--- src/rtl/nibble_serial_add_ctrl.sv ---
// Nibble-serial multi-word adder sequencer.
// Steps a WIDTH-bit add through an external 4-bit adder, one nibble per
// cycle, LSB first. The carry is held in a register between nibbles.
module nibble_serial_add_ctrl #(
  parameter int unsigned WIDTH = 16
) (
  input  logic             clk,
  input  logic             rst,
  input  logic             in_valid,
  output logic             in_ready,
  input  logic [WIDTH-1:0] in_a,
  input  logic [WIDTH-1:0] in_b,
  input  logic             in_cin,
  output logic [3:0]       adder_a,
  output logic [3:0]       adder_b,
  output logic             adder_cin,
  input  logic [3:0]       adder_s,
  input  logic             adder_cout,
  output logic             out_valid,
  input  logic             out_ready,
  output logic [WIDTH-1:0] out_sum,
  output logic             out_cout,
  output logic             out_ovf,
  output logic             busy
);

  localparam int unsigned NIB  = WIDTH / 4;
  localparam int unsigned IDXW = (NIB > 1) ? $clog2(NIB) : 1;

  typedef enum logic [1:0] {IDLE = 2'd0, RUN = 2'd1, DONE = 2'd2} state_e;

  state_e            state_q, state_d;
  logic [IDXW-1:0]   idx_q, idx_d;
  logic              carry_q, carry_d;
  logic [WIDTH-1:0]  a_q, a_d;
  logic [WIDTH-1:0]  b_q, b_d;
  logic [WIDTH-1:0]  sum_q, sum_d;
  logic              cout_q, cout_d;
  logic              ovf_q, ovf_d;
  logic              in_ready_q, in_ready_d;
  logic              out_valid_q, out_valid_d;
  logic              busy_q, busy_d;
  logic              last_c;

  assign last_c = (idx_q == IDXW'(NIB - 1));

  // Present the current operand nibbles and carry to the adder during RUN only.
  always_comb begin
    adder_a   = 4'd0;
    adder_b   = 4'd0;
    adder_cin = 1'b0;
    if (state_q == RUN) begin
      adder_cin = carry_q;
      for (int i = 0; i < NIB; i++) begin
        if (idx_q == IDXW'(i)) begin
          adder_a = a_q[4*i +: 4];
          adder_b = b_q[4*i +: 4];
        end
      end
    end
  end

  // Next-state, datapath and registered-output logic.
  always_comb begin
    state_d = state_q;
    idx_d   = idx_q;
    carry_d = carry_q;
    a_d     = a_q;
    b_d     = b_q;
    sum_d   = sum_q;
    cout_d  = cout_q;
    ovf_d   = ovf_q;
    unique case (state_q)
      IDLE: begin
        if (in_valid) begin
          a_d     = in_a;
          b_d     = in_b;
          carry_d = in_cin;
          idx_d   = '0;
          state_d = RUN;
        end
      end
      RUN: begin
        for (int i = 0; i < NIB; i++) begin
          if (idx_q == IDXW'(i)) sum_d[4*i +: 4] = adder_s;
        end
        carry_d = adder_cout;
        idx_d   = idx_q + IDXW'(1);
        if (last_c) begin
          idx_d   = '0;
          cout_d  = adder_cout;
          ovf_d   = (a_q[WIDTH-1] == b_q[WIDTH-1]) && (adder_s[3] != a_q[WIDTH-1]);
          state_d = DONE;
        end
      end
      DONE: begin
        if (out_ready) state_d = IDLE;
      end
      default: state_d = IDLE;
    endcase
    in_ready_d  = (state_d == IDLE);
    out_valid_d = (state_d == DONE);
    busy_d      = (state_d != IDLE);
  end

  // State and datapath registers with synchronous reset.
  always_ff @(posedge clk) begin
    if (rst) begin
      state_q     <= IDLE;
      idx_q       <= '0;
      carry_q     <= 1'b0;
      a_q         <= '0;
      b_q         <= '0;
      sum_q       <= '0;
      cout_q      <= 1'b0;
      ovf_q       <= 1'b0;
      in_ready_q  <= 1'b1;
      out_valid_q <= 1'b0;
      busy_q      <= 1'b0;
    end else begin
      state_q     <= state_d;
      idx_q       <= idx_d;
      carry_q     <= carry_d;
      a_q         <= a_d;
      b_q         <= b_d;
      sum_q       <= sum_d;
      cout_q      <= cout_d;
      ovf_q       <= ovf_d;
      in_ready_q  <= in_ready_d;
      out_valid_q <= out_valid_d;
      busy_q      <= busy_d;
    end
  end

  assign in_ready  = in_ready_q;
  assign out_valid = out_valid_q;
  assign busy      = busy_q;
  assign out_sum   = sum_q;
  assign out_cout  = cout_q;
  assign out_ovf   = ovf_q;

endmodule

--- config.mk ---
export PLATFORM = sky130hd
export DESIGN_NAME = nibble_serial_add_ctrl
export DESIGN_NICKNAME = d
export VERILOG_FILES = /design/src/rtl/nibble_serial_add_ctrl.sv
export SDC_FILE = /design/constraint.sdc
export NUM_CORES = 1
export LEC_CHECK = 0
export ABC_AREA = 1
export CORE_ASPECT_RATIO = 0.75
export CORE_MARGIN = 2
export CORE_UTILIZATION = 50
export CTS_BUF_LIST = sky130_fd_sc_hd__clkbuf_8 sky130_fd_sc_hd__clkbuf_16
export DETAILED_ROUTE_END_ITERATION = 8
export PLACE_DENSITY = 0.84
export SLEW_MARGIN = 20
export SYNTH_ARGS = -nofsm -noshare
export SYNTH_HDL_FRONTEND = slang
export SYNTH_SLANG_ARGS = --single-unit
--- constraint.sdc ---
create_clock -name clk -period 4.3 [get_ports clk]
set_input_delay 1.075 -clock clk [delete_from_list [all_inputs] [get_ports clk]]
set_output_delay 1.075 -clock clk [all_outputs]
set_load 0.03 [all_outputs]
==> qor.yml, run 1 <==
cells_and_area:
  antennaDiodeCount: 0
  fin_cells: 478
  syn_to_final_growth_pct: 35.9
  drive_above_1_share_pct: 7.18
  final_nets: 459
  design_area_sq_um: 3350
  final_common_cell: "nor2_1"
  final_cell_mix: "nor2_1, clkdlybuf4s50_1, o21ai_0"
worst_setup_path:
  worstSetupStartpointType: "flop"
  crit_path_max_fanout: 9
  worst-endpoint-arrival_ps: 2480
  max_stage_delay_ps: 670
  crit_top_cell: "nand2_1"
  required_ps: 3220
  worstPathCellList: "ha_1 -> inv_1 -> nor2_4 -> nand2_1 -> nand2_1 -> clkdlybuf4s50_1"
  critPathKind: "reg -> out"
  critPathSlowestCell: "clkdlybuf4s50_1"
  end_kind: "primary output"
  worstRegToRegCells: 7
cts:
  numCtsBuffers: 9
  cts_tree: "built"
  cts_hold_buf: 0
  htreeDepth: 3
  cts_setup_buffers: 0
  cts.path.max_buffers: 2
  clock_sink_count: 58
  root_buffer: "clkbuf_8"
  insertion_delay_ps: 350
  clk_pin_slew_worst_paths_ps: 60
  post_cts_resize_count: 0
routing:
  route.detailed.drc: 0
  via_per_inst: 5.14
  vias: 2457
  ant_nets: 0
  drt_first_pass_iters: 5
  wl_um: 6180
  dr.first_iter.drc_count: 143
  routedWlPerCell_um: 12.9
floorplanning:
  die-area_sq_um: 5520
  chipHeight_um: 64.8
  initial_core_util_pct: 51.2
  io_pins: 72
  chipWidth_um: 85.1
  num_rows: 22
  core_area_sq_um: 4820
status:
  outcome: "complete, no violations"
logic_synthesis:
  synthMuxAreaShare_pct: 0
  synthAdderAreaFrac_pct: 2.03
  ys_seq_elements: 58
  syn_nets: 391
  avgSynthCellArea_sq_um: 7.15
  ys_seq_area_share_pct: 47.1
  synth_compound_area_share_pct: 15.8
  synth_warnings: 0
  synth_xor_area_share_pct: 0
  synth_top_family_by_area: "simple AND/OR/NAND/NOR gates"
  synthCells: 345
  synth_simple_gate_area_share_pct: 28.1
  ys_types: 19
  synthesis.area_sq_um: 2470
power_and_ir_drop:
  power_density_nw_per_um2: 370
  power_leakage_nw: 1.44
  peakVddDrop_mv: 0.262
hold_path:
  hold_path.class: "reg -> reg"
  hold_depth: 2
placed_design:
  io_buffer_count: 71
  gp_congestion: 0.970
  hpwl_um: 4320
  placed_cell_area_sq_um: 3180
  dp.cells: 462
sta:
  drv_slew: 0
  worst_slew_pin_slew_ps: 831
  setup_viol: 0
  relSlewSlack_pct: 44.6
  finalHoldViolations: 0
  layout_min_cycle_time_ps: 3550
  rsz0062_at_grt: "false"
  post-route-period-util_pct: 82.6
  fmax_ghz: 0.281
  fin_skew_ps: 7.37
  fin_setup_tns_ps: 0
grt:
  grt_max_degree: 37
  grtUsageTotal_pct: 24.2
  antenna_found_initial: 0
  grt_pass1_vias: 2278
  grt_overflow: 0
  grt_pass1_wl_um: 10300
run:
  drv_cap: 0
-- flip-flops by register name, summed over array words and instances, names as in the netlist --
signal / count
a_q: 16
b_q: 16
out_sum: 16
idx_q: 2
state_q: 2
busy: 1
carry_q: 1
in_ready: 1
out_cout: 1
out_ovf: 1
out_valid: 1
-- final cells by class --
| class | count | area [sq um] |
|---|---|---|
| Fill cell | 396 | 1470 |
| Sequential cell | 58 | 1160 |
| Multi-Input combinational cell | 247 | 1130 |
| Timing Repair Buffer | 72 | 718 |
| Clock buffer | 10 | 138 |
| Inverter | 25 | 93.8 |
| Tap cell | 60 | 75.1 |
| Clock inverter | 6 | 33.8 |
-- through the flow --
stage          worst slack (ps)  hold slack [ps]  total power [mW]  utilization (%)
3_3_place_gp               1220              455             0.812             66.0
2_1_floorplan              1750              438             0.726                -
3_5_place_dp               1140              465             0.816             66.0
6_report                    747              472              1.24             69.6
4_1_cts                     737              474              1.25             69.6
5_1_grt                     580              503              1.30             69.6
-- worst paths after layout --
| check | from | endpoint | slack [ps] |
|---|---|---|---|
| setup / recovery | idx_q[0] | adder_b[2] | 750 |
| hold / removal | carry_q | carry_q | 470 |
| setup reg to reg | idx_q[0] | out_sum[9] | 2610 |
| hold reg to reg | carry_q | carry_q | 470 |
-- layer usage --
layer	GRT usage, %	part of all wire [%]
met1	31.4	46
met2	37.6	44
met3	7.90	7.9
met4	9.13	1.6
met5	0	0
-- synth_stat cells --
cell	instances	area [sq um]
nand3b_1	1	7.51
nand3_1	11	55.1
inv_2	7	26.3
buf_4	4	30.0
nand3_4	1	17.5
buf_2	3	15.0
nor2_4	2	22.5
nor3_1	1	5.00
clkbuf_1	5	18.8
inv_1	18	67.6
dfxtp_1	58	1160
nand2_4	3	33.8
nor2_1	109	409
o21ai_0	59	295
a21oi_1	17	85.1
nand2_1	38	143
o21ai_2	1	8.76
ha_1	4	50.1
clkbuf_2	3	15.0
-- power by group --
part	total, mW	switching (mW)	internal [mW]	leakage (nW)
Sequential	0.594	0.0214	0.572	0.477
Combinational	0.212	0.119	0.0934	0.873
Clock	0.434	0.215	0.219	0.0892
-- critical path, delay by kind of cell, from the launching register on --
family | cells | cell delay, ps
adder cells (fa/ha/maj) | 1 | 400
buffers and inverters | 2 | 930
AND/OR/NAND/NOR | 3 | 400
flip-flops | 1 | 390
-- logic make-up (layout without fill, tap and decap cells) --
logic type,after synthesis,after routing
flops,58,58
buf+inv,40,113
simple gates,166,166
compound gates,77,77
fa+ha+maj,4,4
No activity file was read; power rests on OpenSTA's default activity.
==> run 2, diff against run 1 <==
--- a/config.mk
+++ b/config.mk
@@ -8,10 +8,10 @@
 export ABC_AREA = 1
 export CORE_ASPECT_RATIO = 0.75
 export CORE_MARGIN = 2
-export CORE_UTILIZATION = 50
+export CORE_UTILIZATION = 47
 export CTS_BUF_LIST = sky130_fd_sc_hd__clkbuf_8 sky130_fd_sc_hd__clkbuf_16
 export DETAILED_ROUTE_END_ITERATION = 8
-export PLACE_DENSITY = 0.84
+export PLACE_DENSITY = 0.79
 export SLEW_MARGIN = 20
 export SYNTH_ARGS = -nofsm -noshare
 export SYNTH_HDL_FRONTEND = slang
==> constraint.sdc (replaced) <==
create_clock -name clk -period 3.4 [get_ports clk]
set_input_delay 0.85 -clock clk [delete_from_list [all_inputs] [get_ports clk]]
set_output_delay 0.85 -clock clk [all_outputs]
set_load 0.03 [all_outputs]
==> run 2 against run 1 <==
Effect of this change:
- hold slack better by 1.0 ps
- final cell count up 2.7%
- total power up 38%
- highest routed layer unchanged
- critical path depth up 1
- critical endpoint is now adder_a[0]
- combinational power up 28%
==> qor.yml, run 2 (same netlist as run 1, synthesis figures left out) <==
power_and_ir_drop:
  power_leakage_nw: 1.48
  power_frac_seq_pct: 43.8
  p_switching_mw: 0.446
  p_clk_share_pct: 40.4
  sw_frac_of_total_pct: 26.0
  peakVddDrop_mv: 0.310
  power_density_nw_per_um2: 500
  p_comb_share_pct: 15.8
  p_int_mw: 1.27
worst_setup_path:
  crit_path_max_fanout: 9
  end_kind: "primary output"
  worst-endpoint-arrival_ps: 2360
  required_ps: 2550
  critPathSlowestCell: "clkdlybuf4s50_1"
  reg2reg_from: "idx_q[1]"
  max_stage_delay_ps: 700
  worstPathCellList: "inv_1 -> ha_1 -> inv_2 -> nand2_1 -> nand3_1 -> a21oi_1 -> clkdlybuf4s50_1"
  worstSetupStartpointType: "flop"
  critPathLaunch: "idx_q[1]"
  critPathKind: "reg -> out"
placed_design:
  gp_congestion: 0.829
  io_buffer_count: 71
  hpwl_um: 4410
floorplanning:
  num_rows: 22
  io_pins: 72
  core_area_sq_um: 4980
  initial_core_util_pct: 49.5
  chipWidth_um: 87.6
  chipHeight_um: 66.7
  die-area_sq_um: 5850
grt:
  grt_overflow: 0
  grt_pass1_wl_um: 10600
  grt_pass1_vias: 2253
  grt_max_degree: 35
  grtUsageTotal_pct: 23.9
  antenna_found_initial: 0
cells_and_area:
  drive_above_1_share_pct: 7.64
  final_cell_mix: "nor2_1, clkdlybuf4s50_1, o21ai_0"
  antennaDiodeCount: 0
  final_common_cell: "nor2_1"
  final_nets: 460
  syn_to_final_growth_pct: 39.2
sta:
  post-route-period-util_pct: 94.4
  fin_setup_tns_ps: 0
  setup_viol: 0
  rsz0062_at_grt: "false"
  worst_slew_pin_slew_ps: 659
  hold_slack_ps: 473
  relSlewSlack_pct: 56.0
  fmax_ghz: 0.311
  finalHoldViolations: 0
  layout_min_cycle_time_ps: 3210
  drv_slew: 0
  fin_skew_ps: 11.8
routing:
  vias: 2426
  route.detailed.drc: 0
  routedWlPerCell_um: 12.8
  via_per_inst: 4.94
  dr.first_iter.drc_count: 189
  ant_nets: 0
  drt_first_pass_iters: 4
  wl_um: 6300
cts:
  post_cts_resize_count: 0
  clock_sink_count: 58
  cts_hold_buf: 0
  cts_setup_buffers: 0
  numCtsBuffers: 9
  cts.path.max_buffers: 2
  clk_pin_slew_worst_paths_ps: 60
  cts_tree: "built"
  root_buffer: "clkbuf_8"
  htreeDepth: 3
  insertion_delay_ps: 340
run:
  drv_cap: 0
hold_path:
  hold_start: "carry_q"
  hold_path.class: "reg -> reg"
status:
  outcome: "complete, no violations"
run 2: per-layer routing:
layer	vias to the layer above	wire, um	global-route usage (%)
met5	-	0	0
met4	0	66	7.50
met3	8	365	8.18
met2	72	2710	34.6
met1	1110	3160	33.3
li1	1236	-	-
run 2: critical path, delay by kind of cell (launching register included):
kind | cells | cell delay [ps]
flip-flops | 1 | 340
buffers and inverters | 3 | 940
AND/OR/NAND/NOR | 2 | 180
AO/OA/AOI/OAI | 1 | 180
adder cells (fa/ha/maj) | 1 | 370
run 2: power groups by stage:
stage          clock, mW  sequential, mW  combinational (mW)
6_report           0.693           0.751               0.272
4_1_cts            0.698           0.751               0.272
3_3_place_gp           0           0.764               0.265
3_5_place_dp           0           0.765               0.270
5_1_grt            0.736           0.756               0.304
2_1_floorplan          0           0.776               0.142
run 2: layout make-up:
cell class	count	area, sq um
well taps	72	90.1
fillers	436	1550
clock inverters	6	80.1
repair buffers	73	738
inverters	25	93.8
multi-input cells	247	1130
flip-flops and latches	58	1160
clock buffers	10	138
run 2: worst paths after layout:
path	to	slack [ps]	cells after the start
min	carry_q	470	2
min reg2reg	carry_q	470	2
max	adder_a[0]	190	7
max reg2reg	out_sum[5]	1720	7
run 2: metrics by stage:
stage	std cells	instance area, sq um	utilization [%]	worst slack [ps]	power (mW)
floorplan	345	2470	-	1080	0.918
global placement	475	3220	64.5	661	1.03
detailed placement	475	3220	64.5	582	1.04
CTS	491	3430	68.9	207	1.72
global route	491	3430	68.9	33.5	1.80
finish	491	3430	68.9	189	1.72
==> run 3, diff against run 2 <==
--- a/config.mk
+++ b/config.mk
@@ -12,7 +12,6 @@
 export CTS_BUF_LIST = sky130_fd_sc_hd__clkbuf_8 sky130_fd_sc_hd__clkbuf_16
 export DETAILED_ROUTE_END_ITERATION = 8
 export PLACE_DENSITY = 0.79
-export SLEW_MARGIN = 20
 export SYNTH_ARGS = -nofsm -noshare
 export SYNTH_HDL_FRONTEND = slang
 export SYNTH_SLANG_ARGS = --single-unit
==> results of run 3 <==
No change in the layout: final DEF, timing and power equal those of run 2.
